## src/rtl/fixed_mac_seq.sv

```systemverilog
// fixed_mac_seq: sequential sign-magnitude fixed-point multiply-accumulate.
// Each accepted (a,b) pair is multiplied by an iterative shift-add unit, the
// product is rescaled and saturated, then added into a saturating
// sign-magnitude accumulator. One result is presented per vector (in_last).
module fixed_mac_seq #(
    parameter int WIDTH     = 12,
    parameter int FRAC_BITS = 6,
    parameter int INT_BITS  = 5
) (
    input  logic             clk,
    input  logic             rst_n,
    input  logic             clear,
    input  logic             in_valid,
    output logic             in_ready,
    input  logic [WIDTH-1:0] in_a,
    input  logic [WIDTH-1:0] in_b,
    input  logic             in_last,
    output logic             out_valid,
    input  logic             out_ready,
    output logic [WIDTH-1:0] out_acc,
    output logic             out_overflow
);

    localparam int MAG_W  = INT_BITS + FRAC_BITS;
    localparam int PROD_W = 2 * MAG_W;
    localparam int SH_W   = PROD_W - FRAC_BITS;
    localparam int CNT_W  = $clog2(MAG_W + 1);
    localparam logic [MAG_W-1:0] MAX_MAG = '1;

    typedef enum logic [1:0] {IDLE, MUL, ACC, DONE} state_t;

    state_t state, next_state;

    logic [PROD_W-1:0] mcand;
    logic [PROD_W-1:0] prod;
    logic [MAG_W-1:0]  mplier;
    logic [CNT_W-1:0]  cnt;
    logic              op_sign;
    logic              op_last;
    logic [MAG_W-1:0]  acc_mag;
    logic              acc_sign;
    logic              ovf;

    logic              transfer;
    logic [SH_W-1:0]   prod_shift;
    logic              prod_sat;
    logic [MAG_W-1:0]  prod_mag;
    logic              prod_sign;
    logic [MAG_W:0]    mag_sum;
    logic [MAG_W-1:0]  new_mag;
    logic              new_sign;
    logic              add_sat;

    assign transfer     = in_valid && in_ready;
    assign out_acc      = {acc_sign, acc_mag};
    assign out_overflow = ovf;

    // State register; reset returns to IDLE and abandons any partial vector.
    always_ff @(posedge clk or negedge rst_n) begin
        if (!rst_n) state <= IDLE;
        else        state <= next_state;
    end

    // Next-state logic: MUL lasts one cycle per magnitude bit, ACC one cycle.
    always_comb begin
        next_state = state;
        case (state)
            IDLE: if (transfer) next_state = MUL;
            MUL:  if (cnt == CNT_W'(MAG_W - 1)) next_state = ACC;
            ACC:  next_state = op_last ? DONE : IDLE;
            DONE: if (out_ready) next_state = IDLE;
            default: next_state = IDLE;
        endcase
    end

    // Handshake outputs; in_ready is held low while reset is asserted.
    always_comb begin
        in_ready  = rst_n && (state == IDLE);
        out_valid = (state == DONE);
    end

    // Rescale the product, saturate it, then form the sign-magnitude sum.
    always_comb begin
        prod_shift = prod[PROD_W-1:FRAC_BITS];
        prod_sat   = (prod_shift > SH_W'(MAX_MAG));
        prod_mag   = prod_sat ? MAX_MAG : prod_shift[MAG_W-1:0];
        prod_sign  = op_sign && (prod_mag != '0);
        mag_sum    = '0;
        add_sat    = 1'b0;
        new_mag    = acc_mag;
        new_sign   = acc_sign;
        if (acc_sign == prod_sign) begin
            mag_sum  = {1'b0, acc_mag} + {1'b0, prod_mag};
            add_sat  = mag_sum[MAG_W];
            new_mag  = add_sat ? MAX_MAG : mag_sum[MAG_W-1:0];
            new_sign = acc_sign && (new_mag != '0);
        end else if (acc_mag >= prod_mag) begin
            new_mag  = acc_mag - prod_mag;
            new_sign = acc_sign && (new_mag != '0);
        end else begin
            new_mag  = prod_mag - acc_mag;
            new_sign = prod_sign;
        end
    end

    // Datapath: operand capture, shift-add steps, accumulate and release.
    always_ff @(posedge clk or negedge rst_n) begin
        if (!rst_n) begin
            mcand    <= '0;
            prod     <= '0;
            mplier   <= '0;
            cnt      <= '0;
            op_sign  <= 1'b0;
            op_last  <= 1'b0;
            acc_mag  <= '0;
            acc_sign <= 1'b0;
            ovf      <= 1'b0;
        end else begin
            case (state)
                IDLE: begin
                    if (clear) begin
                        acc_mag  <= '0;
                        acc_sign <= 1'b0;
                        ovf      <= 1'b0;
                    end
                    if (transfer) begin
                        mcand   <= {{(PROD_W - MAG_W){1'b0}}, in_a[MAG_W-1:0]};
                        mplier  <= in_b[MAG_W-1:0];
                        prod    <= '0;
                        cnt     <= '0;
                        op_sign <= in_a[WIDTH-1] ^ in_b[WIDTH-1];
                        op_last <= in_last;
                    end
                end
                MUL: begin
                    if (mplier[0]) prod <= prod + mcand;
                    mcand  <= mcand << 1;
                    mplier <= mplier >> 1;
                    cnt    <= cnt + 1'b1;
                end
                ACC: begin
                    acc_mag  <= new_mag;
                    acc_sign <= new_sign;
                    ovf      <= ovf | prod_sat | add_sat;
                end
                DONE: begin
                    if (out_ready) begin
                        acc_mag  <= '0;
                        acc_sign <= 1'b0;
                        ovf      <= 1'b0;
                    end
                end
                default: ;
            endcase
        end
    end

endmodule
```

## config.mk

```make
export PLATFORM = sky130hd
export DESIGN_NAME = fixed_mac_seq
export DESIGN_NICKNAME = d
export VERILOG_FILES = /design/src/rtl/fixed_mac_seq.sv
export SDC_FILE = /design/constraint.sdc
export NUM_CORES = 1
export LEC_CHECK = 0
export BUFFER_PORTS_ARGS = -buffer_cell sky130_fd_sc_hd__buf_2
export CORE_MARGIN = 2
export CORE_UTILIZATION = 49
export DETAILED_ROUTE_END_ITERATION = 10
export PLACE_DENSITY_LB_ADDON = 0.05
export SLEW_MARGIN = 40
export SYNTH_ARGS = -nofsm -noshare
export SYNTH_HDL_FRONTEND = slang
export SYNTH_SLANG_ARGS = --single-unit
```

## constraint.sdc

```tcl
create_clock -name clk -period 4.5 [get_ports clk]
set_input_delay 1.35 -clock clk [delete_from_list [all_inputs] [get_ports clk]]
set_output_delay 1.35 -clock clk [all_outputs]
set_load 0.03 [all_outputs]
```

# After elaboration in Yosys (flattened, before gate mapping)

Cells that the tools add are included.

Register bits after elaboration: 76
Output and inout bits: 15
Logic and storage cells: 74

Add/subtract/negate cells: 5
Magnitude comparators: 2
Eq/ne operators: 10
Multiplexer cells: 28
Bitwise logic cells: 3
Reduce and logical (&&, ||, !) cells: 16

Operator list:

| kind                   | number |
|---|---|
| $pmux W22 S2           | 2 |
| $mux W11               | 7 |
| $mux W22               | 3 |
| $pmux W11 S3           | 1 |
| $reduce_bool A11 Y1    | 3 |
| $add A22 B22 Y22       | 1 |
| $pmux W11 S2           | 1 |
| $sub A11 B11 Y11       | 2 |
| $gt A16 B11 Y1 const B | 1 |
| $add A11 B11 Y12       | 1 |
| $ge A11 B11 Y1         | 1 |
| $reduce_and A3 Y1      | 3 |
| $mux W2                | 4 |
| $ne A2 B2 Y1 const B   | 4 |
| $pmux W2 S4            | 1 |
| $pmux W4 S2            | 1 |
| $pmux W1 S3            | 2 |
| $logic_and A1 B1 Y1    | 5 |
| $mux W1                | 5 |
| $add A4 B1 Y4 const B  | 1 |
| $eq A2 B2 Y1 const B   | 2 |
| $eq A4 B4 Y1 const B   | 1 |
| $mux W4                | 1 |
| $reduce_and A2 Y1      | 2 |
| 8 further kinds        | 9 |

# Logic depth before layout (Yosys ltp)

Depth in word-level cells: 8
Depth in mapped cells: 15
Gate-level depth less buffers: 14

# Worst setup path before layout

Ideal clock, no wire load.

Path type: flip-flop to flip-flop
Start: reg prod[20]
End: reg acc_mag[5]
Library setup time: 122 ps
Arrival: 3656 ps
Data required time: 4378 ps
Path slack: 722 ps
Stages on the path, launching flop included: 14
Path buffers: 1
Clock period less this slack: 3778 ps
Cells stage by stage: dfrtp_1 nor3_1 nand2_1 clkbuf_1 or2_2 ha_1 nor3b_1 o31a_1 a2111oi_4 a21oi_2 a311oi_4 mux2_1 o32a_1 a32o_1

Word-level cells in the longest chain between the ends: 7

RTL lines:

| item                                                                     | line | source |
|---|---|---|
| start: declaration                                                       | 35   | `logic [PROD_W-1:0] prod;` |
| start signal: assignment                                                 | 136  | `if (mplier[0]) prod <= prod + mcand;` |
| $gt A16 B11 Y1 (*)                                                       | 85   | `prod_sat = (prod_shift > SH_W'(MAX_MAG));` |
| $mux W11 (*)                                                             | 86   | `prod_mag = prod_sat ? MAX_MAG : prod_shift[MAG_W-1:0];` |
| parallel branches: the longest is 3 deep, another holds $sub A11 B11 Y11 | -    |  |
| $mux W11 (*)                                                             | 92   | `if (acc_sign == prod_sign) begin` |
| $pmux W11 S3 (*)                                                         | 119  | `case (state)` |
| end signal: assignment                                                   | 142  | `acc_mag <= new_mag;` |
| end: declaration                                                         | 40   | `logic [MAG_W-1:0] acc_mag;` |

Every way passes the cells marked *.
A chain may end at the register's enable or synchronous reset.

# Final worst setup path

Same ends and word-level chain as after synthesis.

==> results.txt <==
post-synth top area cell: dfrtp_1
maximum clock rate: 246 MHz
final hold violation count: 0
number of synthesized flops with an enable pin: 0
I/O Pins: 45
worst-path cell chain: nor3_1 -> nand2_1 -> or2_2 -> ha_1 -> nor3b_1 -> o31a_1 -> a2111oi_4 -> a21oi_2 -> a311oi_4 -> mux2_1 -> o32a_1 -> a32o_1
core box area: 12,100 um2
Avg Inst Size Synth: 8.29 um2
Reg clk slew, reported paths: 60 ps
Starting Density: 50.5%
# clock sinks: 76
clock latency on the worst-skew pair: 340 ps
Hold WC Path Type: register to register
Most used DFF post-synth: dfrtp_1
# Max-Cap Violations: 0
compound-cell area share of the yosys netlist: 20.4%
DR iter-0 viols: 361
largest net degree at the start of global routing: 77
clock root buffer master: clkbuf_16
Inserted Clock Buffers: 9
Post-Synth Simple-Gate Area: 22.1%
endpoints failing setup: 0
Placement Rows: 40
FILL cells: 1,123
crit-path max cell delay: 400 ps
Commonest cells post-synth: nand2_1, dfrtp_1, ha_1
routed wire length: 15,500 um
Tcrit/Tclk final: 90.2%
Antenna Cells: 0
Synth Area in XOR/XNOR: 6.04%
Wirelength per Cell: 16.5 um
total grt overflow: 0
syn_nets: 833
port buffer count: 44
hold_buf cts: 0
DRC Markers: 0
Max Transition Viols Final: 0
htree depth: 3
width of the die: 116 um
worst-case clock skew: 6.15 ps
#FFs+latches synth: 76
yosys warns: 0
via/cell ratio: 5.66
synthesized area: 6090 um2
Worst path slowest cell: dfrtp_1
Gate Count Post-Synth: 735
nets@finish: 865
Worst setup EP type: register
post-CTS setup buffer count: 0
GRT Resource Usage Total: 24.9%
initial antenna violation count: 0
type of origin of the critical path: register
top-count cell post-synth: nand2_1
Pre-Repair DR Iteration Count: 7
Final HPWL DP: 11,600 um
status: complete, no violations
fraction of the mapped netlist area in adder cells: 14.5%
reg2reg setup slack: 440 ps
share of cells above drive strength 1: 11.8%
max_slew headroom: 53.3%
setup TNS: 0 ps
Yosys top cell area share: 31.2%
first-pass GRT wire length: 26,200 um
Layout area overhead: 10.9%
Area contributors post-synth: dfrtp_1, ha_1, nand2_1
largest family of logic cells by synthesized area: simple AND/OR/NAND/NOR gates
die footprint: 13,300 um2
CP required: 4730 ps
critical path class: register to register
Seq/Total Area, Yosys: 31.2%
worst slew pin tran: 701 ps
Bufs on Longest Clock Path: 2
mux cell area share after synthesis: 1.50%
RSZ-0062 raised after global routing: no
post-CTS sizing: 0
number of unique standard cell types used by synthesis: 64
Tmin final: 4060 ps
number of global-route vias before repair: 5,486
gpl congestion: 0.922
worst-path maximum fanout: 13
die height: 116 um
via count: 5,324
DRT antenna net count: 0
ys async rst share: 100%
CTS tree: yes
CP arrival: 4290 ps
registers in the layout, summed over array words and instances (netlist names):
signal,flops
op_sign,1
mcand,22
state,2
acc_sign,1
prod,22
mplier,11
cnt,4
out_overflow,1
op_last,1
acc_mag,11
path summary, 6_finish.rpt:
path                           from           to  cells past startpoint
min in group asynchronous     rst_n    mplier[5]                      2
max in group asynchronous     rst_n  acc_mag[10]                      2
setup reg to reg           prod[20]   acc_mag[5]                     12
setup / recovery           prod[20]   acc_mag[5]                     12
hold reg to reg              cnt[3]       cnt[3]                      1
hold / removal               cnt[3]       cnt[3]                      1
per-stage QoR:
stage	cells	hold WS (ps)	setup slack (ps)	instance area [um2]	util (%)
floorplan	735	450	722	6090	-
global placement	924	467	570	6460	53.6
detailed placement	924	482	516	6480	53.7
CTS	940	491	483	6750	56.0
global route	940	543	195	6760	56.0
finish	940	486	443	6760	56.0
worst max-delay path, delay by kind of cell, from the launching register on:
family	cells	cell delay, ps
flops	1	400
fa+ha+maj	1	370
mux	1	380
simple gates	4	1030
compound gates	6	1760
cells by family after synthesis:
group	Yosys count
buf+inv	68
fa+ha+maj	68
flops	76
simple gates	288
mux	9
xor+xnor	42
compound gates	184
layout make-up:
cell class	instances	area, um2	share of cell area, %
timing repair buffer	52	287	4.24
tap	168	210	3.11
sequential	76	1900	28.1
multi-input combinational	591	3950	58.4
clock buffer	11	233	3.44
clock inverter	5	38.8	0.574
inverter	37	139	2.06
metal layers:
layer	GRT usage, %	up-vias	wire length, um
li1	-	2654	-
met3	3.61	38	505
met1	29.9	2508	6670
met5	0	-	0
met4	14.6	0	534
met2	42.5	124	7760
cells in the final DEF, fill, tap and decap left out, drive strengths merged, types with 29 or more instances in the layout:
cell / Yosys / routed
nand2: 127 / 127
a21oi: 36 / 36
dfrtp: 76 / 76
buf: 5 / 52
nor2: 51 / 51
ha: 64 / 64
inv: 36 / 36
o21ai: 52 / 52
xnor2: 29 / 29
Power is left out: the tool's default activity adds up to more than one toggle a clock period on the data nets, which glitch-free logic cannot reach.
